`config.mk`:
```
export PLATFORM = sky130hd
export DESIGN_NAME = fetch_unit
export DESIGN_NICKNAME = d
export VERILOG_FILES = /design/src/rtl/fetch_unit_pkg.sv /design/src/rtl/fetch_unit_vdffe.sv /design/src/rtl/fetch_unit.sv
export SDC_FILE = /design/constraint.sdc
export NUM_CORES = 1
export LEC_CHECK = 0
export CORE_UTILIZATION = 25
export CTS_CLUSTER_DIAMETER = 40
export DETAILED_ROUTE_END_ITERATION = 10
export PLACE_DENSITY_LB_ADDON = 0.2
export REMOVE_ABC_BUFFERS = 1
export SYNTH_ARGS = -nofsm -noshare
export SYNTH_HDL_FRONTEND = slang
export SYNTH_SLANG_ARGS = --single-unit
export TNS_END_PERCENT = 20
```
`constraint.sdc`:
```
create_clock -name clk -period 4 [get_ports clk]
set_clock_uncertainty 0.15 [all_clocks]
set_input_delay 1.2 -clock clk [delete_from_list [all_inputs] [get_ports clk]]
set_output_delay 1.2 -clock clk [all_outputs]
set_load 0.02 [all_outputs]
```
`src/rtl/fetch_unit_pkg.sv`:
```
// Shared CPU definitions: fetch state encoding, RAM command codes and reset PC.
package fetch_unit_pkg;

  typedef enum logic [2:0] {
    IF1,
    IF2,
    UPDATE,
    WAIT,
    HALT
  } fetch_state_t;

  localparam logic [1:0] MNONE  = 2'b00;
  localparam logic [1:0] MREAD  = 2'b01;
  localparam logic [1:0] MWRITE = 2'b10;

  localparam logic [8:0] RESET_PC = 9'd0;

  // 9-bit increment wraps naturally, so 511 rolls over to 0.
  function automatic logic [8:0] pc_next(input logic [8:0] pc);
    return pc + 9'd1;
  endfunction

endpackage

```
`src/rtl/fetch_unit_vdffe.sv`:
```
// Load-enable register with asynchronous active-high reset to a parameterised value.
module vDFFE #(
  parameter int             N       = 1,
  parameter logic [N-1:0]   RST_VAL = '0
) (
  input  logic         clk,
  input  logic         reset,
  input  logic         en,
  input  logic [N-1:0] d,
  output logic [N-1:0] q
);

  always_ff @(posedge clk or posedge reset) begin
    if (reset)
      q <= RST_VAL;
    else if (en)
      q <= d;
  end

endmodule

```
`src/rtl/fetch_unit.sv`:
```
// Instruction fetch controller: reads one word per instruction from RAM into the IR
// and holds it until decode accepts it, then advances, redirects or halts.
module fetch_unit
  import fetch_unit_pkg::*;
(
  input  logic        clk,
  input  logic        reset,
  input  logic [15:0] mem_rdata,
  output logic [8:0]  mem_addr,
  output logic [1:0]  mem_cmd,
  output logic [15:0] ir_out,
  output logic        ir_valid,
  input  logic        ir_ready,
  input  logic        redirect,
  input  logic [8:0]  redirect_pc,
  input  logic        halt_in,
  output logic [8:0]  pc_out,
  output logic        halted
);

  fetch_state_t state;
  logic         accept;
  logic         pc_en;
  logic [8:0]   pc_d;
  logic         ir_en;

  assign accept = (state == WAIT) && ir_ready;

  // Halt wins over redirect; redirect/halt_in only matter on the accept cycle.
  assign pc_en = (state == UPDATE) || (accept && !halt_in && redirect);
  assign pc_d  = (state == UPDATE) ? pc_next(pc_out) : redirect_pc;
  assign ir_en = (state == IF2);

  vDFFE #(.N(9), .RST_VAL(RESET_PC)) pc_reg (
    .clk   (clk),
    .reset (reset),
    .en    (pc_en),
    .d     (pc_d),
    .q     (pc_out)
  );

  vDFFE #(.N(16), .RST_VAL(16'h0000)) ir_reg (
    .clk   (clk),
    .reset (reset),
    .en    (ir_en),
    .d     (mem_rdata),
    .q     (ir_out)
  );

  always_ff @(posedge clk or posedge reset) begin
    if (reset) begin
      state <= IF1;
    end else begin
      case (state)
        IF1:     state <= IF2;
        IF2:     state <= UPDATE;
        UPDATE:  state <= WAIT;
        WAIT:    if (ir_ready) state <= halt_in ? HALT : IF1;
        HALT:    state <= HALT;
        default: state <= IF1;
      endcase
    end
  end

  // Reset gates the read command directly so RAM sees MNONE without waiting for an edge.
  assign mem_addr = pc_out;
  assign mem_cmd  = (!reset && (state == IF1 || state == IF2)) ? MREAD : MNONE;
  assign ir_valid = (state == WAIT);
  assign halted   = (state == HALT);

endmodule

```
-- After elaboration in Yosys (flattened, before gate mapping)
Cells that the tools add are included.
- flip-flop bits (word level): 28
- bits of input ports: 30
- output and inout bits: 38
- word-level logic and storage cells: 23
- add/sub/neg operators: 1
- equal/unequal tests: 5
- multiplexer cells: 5
- reduce and logical (&&, ||, !) cells: 9
- operators by type and width (kind ; count):
    $pmux 3 s5 ; 1
    $add 9x1->9 const B ; 1
    $mux 9 ; 1
    $eq 3x2->1 const B ; 2
    $mux 3 ; 2
    $logic_and 1x1->1 ; 4
    $eq 3x1->1 const B ; 1
    $eq 3x3->1 const B ; 1
    $logic_not 3->1 ; 1
    $logic_not 1->1 ; 2
    $logic_or 1x1->1 ; 2
    $ne 2x1->1 const B ; 1
    $mux 1 ; 1

-- Longest topological paths before layout
- depth in word-level cells: 5
- depth in mapped cells: 6
- depth with buffers taken out: 5

-- Cells and area by module
From an unflattened synthesis, not the netlist that was laid out.
- cells, all modules: 128
- area total of the unflattened synthesis: 1520.2 sq um
- modules (own cells, without submodules) (module ; instances ; cells each ; area each (sq um) ; seq. area each (sq um)):
    vDFFE (ir_reg) ; 1 ; 35 ; 653.1 ; 400.4
    fetch_unit ; 1 ; 73 ; 491.7 ; 75.1
    vDFFE (pc_reg) ; 1 ; 20 ; 375.4 ; 225.2

-- Least setup slack after synthesis
Ideal clock, no wire load.
- path kind: input-to-output
- start: in reset
- end: out mem_cmd[0]
- arrival time: 1655 ps
- required time: 2650 ps
- slack: 995 ps
- cell stages on the path: 1
- buffers on the path: 0
- cell sequence: nor3_1
- word-level cells in the longest chain between the ends: 3
- ends and longest elaborated chain (item ; line ; text):
    start: declaration ; fetch_unit.sv:7 ; input logic reset,
    $logic_not 1->1 ; fetch_unit.sv:67 ; assign mem_cmd = (!reset && (state == IF1 || state == IF2)) ? MREAD : MNONE;
    $logic_and 1x1->1 ; fetch_unit.sv:67 ;
    $mux 1 ; fetch_unit.sv:67 ;
    end: declaration ; fetch_unit.sv:10 ; output logic [1:0] mem_cmd,
No other way between the ends.

-- Worst setup path in the final report
Ends and elaborated chain as after synthesis.

==> impl_metrics.csv <==
group,metric,value,unit
yosys,synth_area,0.001378,mm2
worst_setup_path,cp_data_arrival_time,2370,ps
worst_setup_path,crit_type,"primary input to output port",
power,ir_drop,338.9,uV
cells_and_area,fillCellCount,490,
floorplanning,core,0.005205,mm2
cells_and_area,antennaDiodeCount,0,
worst_setup_path,worst-r2r-cell-count,2,
yosys,ys_types,32,
min_path,hp-class,"flip-flop to flip-flop",
clocking,htree_num_levels,1,
cells_and_area,seqCellArea,700.7,um2
sta,relSlewSlack,0.2276,
sta,maxSlewViolCount,0,
yosys,synthArstFlopShare,1.000,
cells_and_area,areaGrowthSynthToFinish,51.68,%
clocking,cts_tree,"done",
clocking,hold_buffers,0,
routing,drt_first_pass_iters,4,
routing,routed_wl,3185,um
routing,dr.first_iter.drc_count,31,
sta,finalHoldViolCount,0,
yosys,ys_ff_latch,28,
min_path,min_to,"ir_reg.q[3]$_DFFE_PP0P_",
cells_and_area,layout.nets,212,
yosys,synth.largest_area_cell,"dfrtp_1",
power,p_leak,0.0008033,uW
routing,num_vias,1128,
worst_setup_path,crit_start,"reset",
worst_setup_path,reg2reg_from,"state[1]$_DFFE_PP0P_",
yosys,synthTopCellsByArea,"dfrtp_1 51%, mux2_2 13%, buf_4 6.0%, a21oi_1 2.5%, nor3_1 2.2%",
worst_setup_path,cp-start-kind,"primary input",
worst_setup_path,crit_path_end_kind,"output port",
floorplanning,die_x,76.23,um
floorplanning,std_cell_rows,26,
place,gp_congestion,0.8428,
place,post-place-cells,246,
clocking,cts.path.max_buffers,2,
clocking,cts_made_buffers,3,
yosys,synth_top_area_frac,0.5086,
clocking,cts_setup_buffers,0,
sta,tns,0,ps
global_routing,overflow,0,
place,hpwl,2339,um
floorplanning,num_io_pins,68,
status,status,"completed",
routing,drc,0,
yosys,synth_area_per_cell,11.29,um2
worst_setup_path,crit_required,2650,ps
min_path,min-delay-start,"ir_reg.q[3]$_DFFE_PP0P_",
run,drv_cap,0,
yosys,yosys_most_used_dff,"dfrtp_1",
sta,finalSetupViolCount,0,
cells_and_area,fin_cells,250,
clocking,clock_latency,270,ps
global_routing,antenna_found_initial,0,
global_routing,grt_pass1_wl,5326,um
worst_setup_path,path_max_fanout,2,
floorplanning,initial_utilization,0.2647,
cells_and_area,layout-drive-gt1-share,0.1611,
global_routing,grt_usage,0.1134,
yosys,synthCells,122,
sta,timing.final.crit_share,0.9307,
global_routing,grt_max_degree,29,
power,powerDensity,823.0,mW/mm2
clocking,cts-root-buf,"clkbuf_8",
yosys,yosysSeqAreaShare,0.5086,
sta,fin_crit,3723,ps
yosys,yosys_warnings,0,
yosys,synth-edff-count,0,
routing,wl_per_cell,12.74,um
cells_and_area,multi_input_area,566.8,um2
min_path,min_path_cells,1,
yosys,synth_most_common_cell,"dfrtp_1",
sta,rsz0062_at_grt,"false",
place,io_buffers,66,
clocking,post_cts_resized,0,
global_routing,grt_pass1_vias,1114,
floorplanning,dieArea,0.005811,mm2
clocking,cts.sink_count,28,
cells_and_area,post-route-util,0.4014,
routing,ant_nets,0,
yosys,ys_top_cells_by_count,"28 x dfrtp_1, 16 x mux2_2, 11 x buf_4",
floorplanning,die_h,76.23,um
worst_setup_path,reg2reg_to,"ir_reg.q[15]$_DFFE_PP0P_",
sta,fmax,268.6,MHz
sta,max_slew.worst_pin.slew,1154,ps
worst_setup_path,ff2ff_setup_slack,1880,ps
routing,via_per_inst,4.512,
clocking,cts.reportedPaths.clkPinSlew,90,ps
[how the worst max path moves through the flow]
stage | depth (start not counted) | endpoint | slack (ps)
6_report | 3 | mem_cmd[0] | 280
5_1_grt | 3 | mem_cmd[0] | 240
4_1_cts | 3 | mem_cmd[0] | 260
3_5_place_dp | 3 | mem_cmd[0] | 260
3_3_place_gp | 3 | mem_cmd[0] | 280
2_1_floorplan | 1 | mem_cmd[0] | 990
[report_power, final]
| part | leakage, uW | switching (uW) | internal, uW |
|---|---|---|---|
| Sequential | 0.000327 | 129 | 423 |
| Combinational | 0.000448 | 484 | 510 |
| Clock | 0.0000288 | 85.9 | 88.0 |
| Total | 0.000803 | 699 | 1020 |
[state kept, by name, indices dropped and copies added, names as in the netlist]
name	count
pc_reg.q	9
state	3
ir_reg.q	16
[layout make-up]
type | instances | share of cell area
well taps | 70 | 0.04192
flip-flops and latches | 28 | 0.3353
inverters | 3 | 0.005389
repair buffers | 67 | 0.3198
multi-input cells | 78 | 0.2713
clock buffers | 4 | 0.02635
[cell families (layout without fill, tap and decap cells)]
logic type / after synthesis / count (layout) / synth area share
AND/OR/NAND/NOR: 37 / 37 / 0.1490
flip-flops: 28 / 28 / 0.5086
AO/OA/AOI/OAI: 22 / 22 / 0.1126
multiplexers: 17 / 17 / 0.1381
buffers and inverters: 16 / 74 / 0.07992
adder cells (fa/ha/maj): 1 / 1 / 0.009081
other: 1 / 1 / 0.002722
[through the flow]
stage / hold slack (ps) / setup WS [ps] / instance area [um2] / power [uW]
after floorplan: 365.0 / 994.8 / 1279 / 1097
after global placement: 342.2 / 276.2 / 2034 / 1546
after detailed placement: 344.9 / 261.5 / 2034 / 1560
after CTS: 367.9 / 263.2 / 2090 / 1741
after global routing: 382.4 / 240.9 / 2090 / 1833
final: 363.3 / 277.1 / 2090 / 1720
[metal layers]
metal | vias up | part of all wire | global-route usage
met5 | - | 0 | 0
met4 | 0 | 0.0038 | 0.02885
met3 | 2 | 0.068 | 0.02874
met2 | 55 | 0.47 | 0.2027
met1 | 532 | 0.46 | 0.1344
li1 | 539 | - | -
[worst max-delay path, cell delays in order]
cell and delay, ps:
clkdlybuf4s50_1 410, nor3_1 130, clkdlybuf4s50_1 620
[placed cells by master, fill, tap and decap left out, types with 2 or more instances in the layout]
cell type         n
dfrtp_1          28
clkdlybuf4s50_1  66
o21ai_0           5
a21oi_1           7
nand2_1           7
mux2_2           16
o32ai_1           3
inv_1             3
nand3b_1          2
nand4_1           2
clkbuf_8          4
a221o_1           2
nand3_1           4
nor2_1            7
nor3b_2           2
nor3_1            6
No activity file was read; power rests on OpenSTA's default activity.
